==> src/rtl/mpf_vtp_tlb_responder.sv <==
// VTP translation responder: fully associative 4KB-page TLB with a round-robin
// fill, an external page-walk miss path and in-order single-outstanding responses.
module mpf_vtp_tlb_responder #(
  parameter int ADDR_WIDTH       = 42,
  parameter int PAGE_OFFSET_BITS = 6,
  parameter int N_ENTRIES        = 16
) (
  input  logic                                   clk,
  input  logic                                   reset_n,
  input  logic                                   req_valid,
  output logic                                   req_ready,
  input  logic [ADDR_WIDTH-1:0]                  req_addr,
  input  logic                                   req_addr_is_virtual,
  input  logic                                   req_is_speculative,
  output logic                                   rsp_valid,
  input  logic                                   rsp_ready,
  output logic [ADDR_WIDTH-1:0]                  rsp_addr,
  output logic                                   rsp_error,
  output logic                                   walk_req_valid,
  input  logic                                   walk_req_ready,
  output logic [ADDR_WIDTH-PAGE_OFFSET_BITS-1:0] walk_req_vpn,
  input  logic                                   walk_rsp_valid,
  input  logic [ADDR_WIDTH-PAGE_OFFSET_BITS-1:0] walk_rsp_ppn,
  input  logic                                   walk_rsp_error,
  input  logic                                   inval,
  output logic                                   halted,
  output logic [31:0]                            hit_cnt,
  output logic [31:0]                            miss_cnt
);

  localparam int VPN_W = ADDR_WIDTH - PAGE_OFFSET_BITS;
  localparam int IDX_W = $clog2(N_ENTRIES);

  typedef enum logic [2:0] {
    IDLE, LOOKUP, WALK_REQ, WALK_WAIT, RESP, HALT
  } state_t;

  state_t                  state_q, state_d;
  logic                    active_q;
  logic [ADDR_WIDTH-1:0]   addr_q, addr_d;
  logic                    virt_q, virt_d;
  logic                    spec_q, spec_d;
  logic                    kill_q, kill_d;
  logic [N_ENTRIES-1:0]    valid_q, valid_d;
  logic [VPN_W-1:0]        vpn_q [N_ENTRIES];
  logic [VPN_W-1:0]        vpn_d [N_ENTRIES];
  logic [VPN_W-1:0]        ppn_q [N_ENTRIES];
  logic [VPN_W-1:0]        ppn_d [N_ENTRIES];
  logic [IDX_W-1:0]        ptr_q, ptr_d;
  logic [31:0]             hit_cnt_q, hit_cnt_d;
  logic [31:0]             miss_cnt_q, miss_cnt_d;
  logic [ADDR_WIDTH-1:0]   rsp_addr_q, rsp_addr_d;
  logic                    rsp_error_q, rsp_error_d;
  logic                    rsp_valid_q, rsp_valid_d;
  logic                    walk_req_valid_q, walk_req_valid_d;
  logic                    halted_q, halted_d;

  logic [VPN_W-1:0]        cur_vpn;
  logic                    hit;
  logic [VPN_W-1:0]        hit_ppn;

  assign cur_vpn        = addr_q[ADDR_WIDTH-1:PAGE_OFFSET_BITS];
  // active_q holds req_ready low until the first clock after reset release
  assign req_ready      = active_q && (state_q == IDLE);
  assign rsp_valid      = rsp_valid_q;
  assign rsp_addr       = rsp_addr_q;
  assign rsp_error      = rsp_error_q;
  assign walk_req_valid = walk_req_valid_q;
  assign walk_req_vpn   = cur_vpn;
  assign halted         = halted_q;
  assign hit_cnt        = hit_cnt_q;
  assign miss_cnt       = miss_cnt_q;

  // VPNs are unique among valid entries, so OR-ing matching PPNs selects one
  always_comb begin
    hit     = 1'b0;
    hit_ppn = '0;
    for (int unsigned i = 0; i < N_ENTRIES; i++) begin
      if (valid_q[i] && (vpn_q[i] == cur_vpn)) begin
        hit     = 1'b1;
        hit_ppn = hit_ppn | ppn_q[i];
      end
    end
  end

  always_comb begin
    state_d     = state_q;
    addr_d      = addr_q;
    virt_d      = virt_q;
    spec_d      = spec_q;
    kill_d      = kill_q;
    valid_d     = valid_q;
    vpn_d       = vpn_q;
    ppn_d       = ppn_q;
    ptr_d       = ptr_q;
    hit_cnt_d   = hit_cnt_q;
    miss_cnt_d  = miss_cnt_q;
    rsp_addr_d  = rsp_addr_q;
    rsp_error_d = rsp_error_q;
    halted_d    = halted_q;

    case (state_q)
      IDLE: begin
        if (req_valid && active_q) begin
          addr_d  = req_addr;
          virt_d  = req_addr_is_virtual;
          spec_d  = req_is_speculative;
          state_d = LOOKUP;
        end
      end
      LOOKUP: begin
        kill_d = 1'b0;
        if (!virt_q) begin
          rsp_addr_d  = addr_q;
          rsp_error_d = 1'b0;
          state_d     = RESP;
        end else if (hit) begin
          rsp_addr_d  = {hit_ppn, addr_q[PAGE_OFFSET_BITS-1:0]};
          rsp_error_d = 1'b0;
          hit_cnt_d   = (hit_cnt_q == '1) ? hit_cnt_q : hit_cnt_q + 32'd1;
          state_d     = RESP;
        end else begin
          miss_cnt_d  = (miss_cnt_q == '1) ? miss_cnt_q : miss_cnt_q + 32'd1;
          state_d     = WALK_REQ;
        end
      end
      WALK_REQ: begin
        if (inval) kill_d = 1'b1;
        if (walk_req_ready) state_d = WALK_WAIT;
      end
      WALK_WAIT: begin
        if (inval) kill_d = 1'b1;
        if (walk_rsp_valid) begin
          if (!walk_rsp_error) begin
            if (!kill_q && !inval) begin
              valid_d[ptr_q] = 1'b1;
              vpn_d[ptr_q]   = cur_vpn;
              ppn_d[ptr_q]   = walk_rsp_ppn;
              ptr_d = (ptr_q == IDX_W'(N_ENTRIES - 1)) ? '0 : ptr_q + 1'b1;
            end
            rsp_addr_d  = {walk_rsp_ppn, addr_q[PAGE_OFFSET_BITS-1:0]};
            rsp_error_d = 1'b0;
            state_d     = RESP;
          end else if (spec_q) begin
            rsp_addr_d  = addr_q;
            rsp_error_d = 1'b1;
            state_d     = RESP;
          end else begin
            halted_d = 1'b1;
            state_d  = HALT;
          end
        end
      end
      RESP: begin
        if (rsp_ready) state_d = IDLE;
      end
      HALT: state_d = HALT;
      default: state_d = IDLE;
    endcase

    // Applied after the FSM so an invalidate overrides a same-cycle fill
    if (inval) valid_d = '0;

    rsp_valid_d      = (state_d == RESP);
    walk_req_valid_d = (state_d == WALK_REQ);
  end

  always_ff @(posedge clk or negedge reset_n) begin
    if (!reset_n) begin
      state_q          <= IDLE;
      active_q         <= 1'b0;
      addr_q           <= '0;
      virt_q           <= 1'b0;
      spec_q           <= 1'b0;
      kill_q           <= 1'b0;
      valid_q          <= '0;
      ptr_q            <= '0;
      hit_cnt_q        <= '0;
      miss_cnt_q       <= '0;
      rsp_addr_q       <= '0;
      rsp_error_q      <= 1'b0;
      rsp_valid_q      <= 1'b0;
      walk_req_valid_q <= 1'b0;
      halted_q         <= 1'b0;
    end else begin
      state_q          <= state_d;
      active_q         <= 1'b1;
      addr_q           <= addr_d;
      virt_q           <= virt_d;
      spec_q           <= spec_d;
      kill_q           <= kill_d;
      valid_q          <= valid_d;
      ptr_q            <= ptr_d;
      hit_cnt_q        <= hit_cnt_d;
      miss_cnt_q       <= miss_cnt_d;
      rsp_addr_q       <= rsp_addr_d;
      rsp_error_q      <= rsp_error_d;
      rsp_valid_q      <= rsp_valid_d;
      walk_req_valid_q <= walk_req_valid_d;
      halted_q         <= halted_d;
    end
  end

  // Entry payload is qualified by valid_q, so it needs no reset
  always_ff @(posedge clk) begin
    vpn_q <= vpn_d;
    ppn_q <= ppn_d;
  end

endmodule
==> config.mk <==
export PLATFORM = sky130hd
export DESIGN_NAME = mpf_vtp_tlb_responder
export DESIGN_NICKNAME = d
export VERILOG_FILES = /design/src/rtl/mpf_vtp_tlb_responder.sv
export SDC_FILE = /design/constraint.sdc
export NUM_CORES = 2
export LEC_CHECK = 0
export ABC_AREA = 0
export CAP_MARGIN = 0
export CELL_PAD_IN_SITES_DETAIL_PLACEMENT = 0
export CELL_PAD_IN_SITES_GLOBAL_PLACEMENT = 1
export CORE_ASPECT_RATIO = 1.4
export CORE_UTILIZATION = 50
export CTS_CLUSTER_DIAMETER = 50
export DETAILED_ROUTE_END_ITERATION = 7
export MAX_ROUTING_LAYER = met4
export PLACE_DENSITY = 0.77
export SYNTH_ARGS = -nofsm -noshare
export SYNTH_HDL_FRONTEND = slang
export SYNTH_SLANG_ARGS = --single-unit
==> constraint.sdc <==
create_clock -name clk -period 9.1 [get_ports clk]
set_input_delay 1.82 -clock clk [delete_from_list [all_inputs] [get_ports clk]]
set_output_delay 1.82 -clock clk [all_outputs]
set_load 0.01 [all_outputs]
==> impl_metrics.csv <==
group,metric,value,unit
routing,route.detailed.wl_per_inst,28.27,microns
logic_synthesis,synth_seq_cells,1331,
logic_synthesis,post_synth_and_or_nand_nor_area_fraction,0.09157,
global_route,groute.usage.overall,0.2832,
worst_hold_path,hold_class,"flip-flop to flip-flop",
logic_synthesis,async_reset_ff_frac,0.1345,
routing,post_drt_via_cell_ratio,6.125,
sta,finalCriticalPeriod,5496,ps
routing,detailedRoute.firstPassIterationCount,6,
logic_synthesis,synth_cell_types,64,
sta,worst_pin_slew,1157,ps
power,power.share.sequential,0.447,
logic_synthesis,synthCells,3578,
logic_synthesis,synth_area,54970,sq um
global_route,global_route.overflow_total,0,
finish,share_of_post_route_cells_with_drive_strength_above_1,0.1043,
worst_hold_path,worst_hold_startpoint,"addr_q[2]$_DFFE_PN0P_",
sta,setup-violations-final,0,
die,start_util,0.5053,
global_route,antenna_violations_before_repair,1,
power,clock_power_share,0.297,
die,chipWidth,282.2,microns
finish,area_delta_synth_final,14.30,%
clock_network,cts_num_sinks,1331,
routing,routed-via-count,32910,
worst_hold_path,hold_end,"rsp_addr[2]$_DFFE_PN0P_",
die,placeableCoreArea,108800,sq um
worst_setup_path,cp.required,9490,ps
worst_setup_path,setup.reg_to_reg.worst_slack,3720,ps
logic_synthesis,ys.warnings.count,0,
logic_synthesis,post_synth_main_area_contributors,"sky130_fd_sc_hd__edfxtp_1, sky130_fd_sc_hd__dfrtp_1, sky130_fd_sc_hd__xnor2_1",
clock_network,clock_insertion_delay_worst_skew,760,ps
clock_network,post_cts_resized,0,
sta,finalCritPeriodShare,0.6039,
logic_synthesis,avgSynthCellArea,15.36,sq um
power,ir_drop,0.1706,mV
power,total_switching_power,0.005939,W
clock_network,cts-root-buf,"sky130_fd_sc_hd__clkbuf_16",
die,dieArea,111300,sq um
clock_network,tritoncts.num_buffers,130,
routing,ant_nets,0,
worst_setup_path,worst_r2r_endpoint,"miss_cnt[31]$_DFFE_PN0P_",
outcome,run_status,"finished, final reports clean",
logic_synthesis,synth_commonest_cells,"sky130_fd_sc_hd__edfxtp_1, sky130_fd_sc_hd__xnor2_1, sky130_fd_sc_hd__nand4_1",
logic_synthesis,post_synthesis_compound_gate_area_fraction,0.05831,
worst_setup_path,worst-endpoint-arrival,5880,ps
finish,fin_nets,3912,
sta,slew_headroom,0.2270,
routing,postRouteWirelength,151900,microns
logic_synthesis,synth_top_family_by_area,"XOR/XNOR gates",
placed_design,port-buffer-count,234,
logic_synthesis,seq_area_frac_synth,0.7108,
worst_setup_path,worstReg2RegStart,"addr_q[41]$_DFFE_PN0P_",
die,io-pin-count,235,
flow_run,cap_violations,0,
power,intPower,0.01176,W
placed_design,gp_congestion,0.9078,
die,die_y,394.3,microns
worst_setup_path,timing_worst_setup_path_type,"input pin to flip-flop",
sta,timing.fmax,0.1820,GHz
logic_synthesis,synth_top_cell_by_area,"sky130_fd_sc_hd__edfxtp_1",
logic_synthesis,synth.most_common_cell,"sky130_fd_sc_hd__edfxtp_1",
sta,hold_viol,0,
worst_setup_path,timing.critical_path.to_type,"flip-flop",
worst_hold_path,min_path_cells,1,
worst_setup_path,worstSetupStartpointType,"input pin",
worst_setup_path,ff2ff_path_depth,10,
clock_network,cts_tree,"yes",
global_route,via_count_of_the_first_global_routing_pass,32860,
logic_synthesis,synth_nets,3672,
clock_network,clk_transition_reported_paths,60,ps
clock_network,cts_hold_buf,0,
sta,rsz0062_at_grt,"false",
global_route,wire_length_of_the_first_global_routing_pass,220900,microns
clock_network,max-clock-path-buffers,3,
logic_synthesis,yosys_most_used_dff,"sky130_fd_sc_hd__edfxtp_1",
power,p_leak,20.48,nW
power,pwr-share-comb,0.256,
finish,final_core_util,0.5776,
routing,detailedRoute.firstIterationViolations,3574,
logic_synthesis,synth_fa_ha_area_frac,0.001366,
power,swShare,0.3356,
die,num_rows,143,
sta,fin_tns_setup,0,ps
logic_synthesis,synthDominantCellAreaShare,0.6293,
clock_network,htreeDepth,4,
logic_synthesis,synth_enable_flop_cells,1152,
power,power_density,281.7,nW/um^2
placed_design,place.detailed.hpwl,93350,microns
global_route,grt_start_max_net_pins,113,
sta,slew_viol_final,0,
finish,num-fill-cells,8497,
clock_network,postCtsSetupBuffers,0,
logic_synthesis,synth.area.mux_share,0.01045,
finish,antenna_cells_inserted,0,
worst_setup_path,crit_path_max_fanout,38,
routing,drcViolationCount,0,
sta,final.setup_skew,22.60,ps
logic_synthesis,synthXorXnorAreaFrac,0.09651,
-- registers in the layout, summed over array words and instances, names as in the netlist, 3 cells and up --
name	flops
vpn_q	576
rsp_addr	42
valid_q	16
miss_cnt	32
ptr_q	4
state_q	3
addr_q	42
hit_cnt	32
ppn_q	576
-- how the worst max path moves through the flow --
stage / startpoint / endpoint / slack (ps) / depth (start not counted)
after CTS: walk_rsp_error / ppn_q[258]$_DFFE_PP_ / 3700 / 7
after detailed placement: walk_rsp_error / ppn_q[280]$_DFFE_PP_ / 2870 / 7
after global routing: walk_rsp_error / ppn_q[573]$_DFFE_PP_ / 3390 / 7
final: walk_rsp_error / ppn_q[258]$_DFFE_PP_ / 3600 / 7
after global placement: walk_rsp_error / ppn_q[559]$_DFFE_PP_ / 2900 / 7
after floorplan: inval / ppn_q[288]$_DFFE_PP_ / 2360 / 4
-- layout make-up --
cell class                      count  area [sq um]  area share
Clock buffer                      161          3463     0.05512
Multi-Input combinational cell   1933         14420      0.2294
Sequential cell                  1331         39120      0.6226
Clock inverter                     76         636.9     0.01014
Timing Repair Buffer              319          2998     0.04771
Inverter                          103         386.6    0.006153
Tap cell                         1450          1814     0.02887
-- cell families after synthesis --
kind of cell,after synthesis
AND/OR/NAND/NOR,878
adder cells (fa/ha/maj),6
multiplexers,51
AO/OA/AOI/OAI,393
flip-flops,1331
XOR/XNOR,604
other,1
buffers and inverters,314
-- per-layer routing --
layer | wire length (microns) | vias to the layer above | track usage | part of all wire
met5 | 0 | - | - | 0
met4 | 6207 | 0 | 0.1096 | 0.041
met3 | 10920 | 305 | 0.04606 | 0.072
met2 | 76060 | 1501 | 0.4613 | 0.50
met1 | 58740 | 16780 | 0.3545 | 0.39
li1 | - | 14320 | - | -
-- cells in the final DEF, fill, tap and decap left out, types with 58 or more instances in the layout --
cell type	netlist	routed
sky130_fd_sc_hd__inv_1	103	103
sky130_fd_sc_hd__o22ai_1	73	73
sky130_fd_sc_hd__buf_4	92	84
sky130_fd_sc_hd__edfxtp_1	1152	1152
sky130_fd_sc_hd__xnor2_1	405	405
sky130_fd_sc_hd__nand3_1	140	139
sky130_fd_sc_hd__nor4_1	114	110
sky130_fd_sc_hd__clkdlybuf4s50_1	0	233
sky130_fd_sc_hd__nand2_1	108	107
sky130_fd_sc_hd__nand4_1	232	232
sky130_fd_sc_hd__nor3_1	59	58
sky130_fd_sc_hd__clkbuf_16	0	133
sky130_fd_sc_hd__xor2_1	197	197
sky130_fd_sc_hd__dfrtp_1	179	143
sky130_fd_sc_hd__nand2b_1	67	66
-- metrics by stage --
stage          area [sq um]  hold slack (ps)  setup slack [ps]  cells  power (W)
5_1_grt               62830            502.5              3390   5373    0.01829
2_1_floorplan         54970            452.2              2361   3578    0.01061
3_5_place_dp          58730            463.5              2867   5136    0.01256
4_1_cts               62830            480.2              3698   5373    0.01776
3_3_place_gp          58730            453.1              2902   5136    0.01250
6_report              62830            478.1              3604   5373    0.01770
-- worst max-delay path, stage by stage --
cell	delay [ps]
sky130_fd_sc_hd__clkdlybuf4s50_1	450
sky130_fd_sc_hd__nand2b_2	230
sky130_fd_sc_hd__buf_4	320
sky130_fd_sc_hd__nor4b_2	730
sky130_fd_sc_hd__nand2_1	610
sky130_fd_sc_hd__nor2_4	990
sky130_fd_sc_hd__buf_4	650
-- power by group through the flow --
stage	Clock (W)	Sequential (W)	Combinational, W
3_3_place_gp	0	0.00803	0.00448
6_report	0.00526	0.00791	0.00453
4_1_cts	0.00531	0.00792	0.00454
3_5_place_dp	0	0.00804	0.00452
2_1_floorplan	0	0.00773	0.00288
5_1_grt	0.00553	0.00794	0.00482
(Power assumes the default switching activity.)
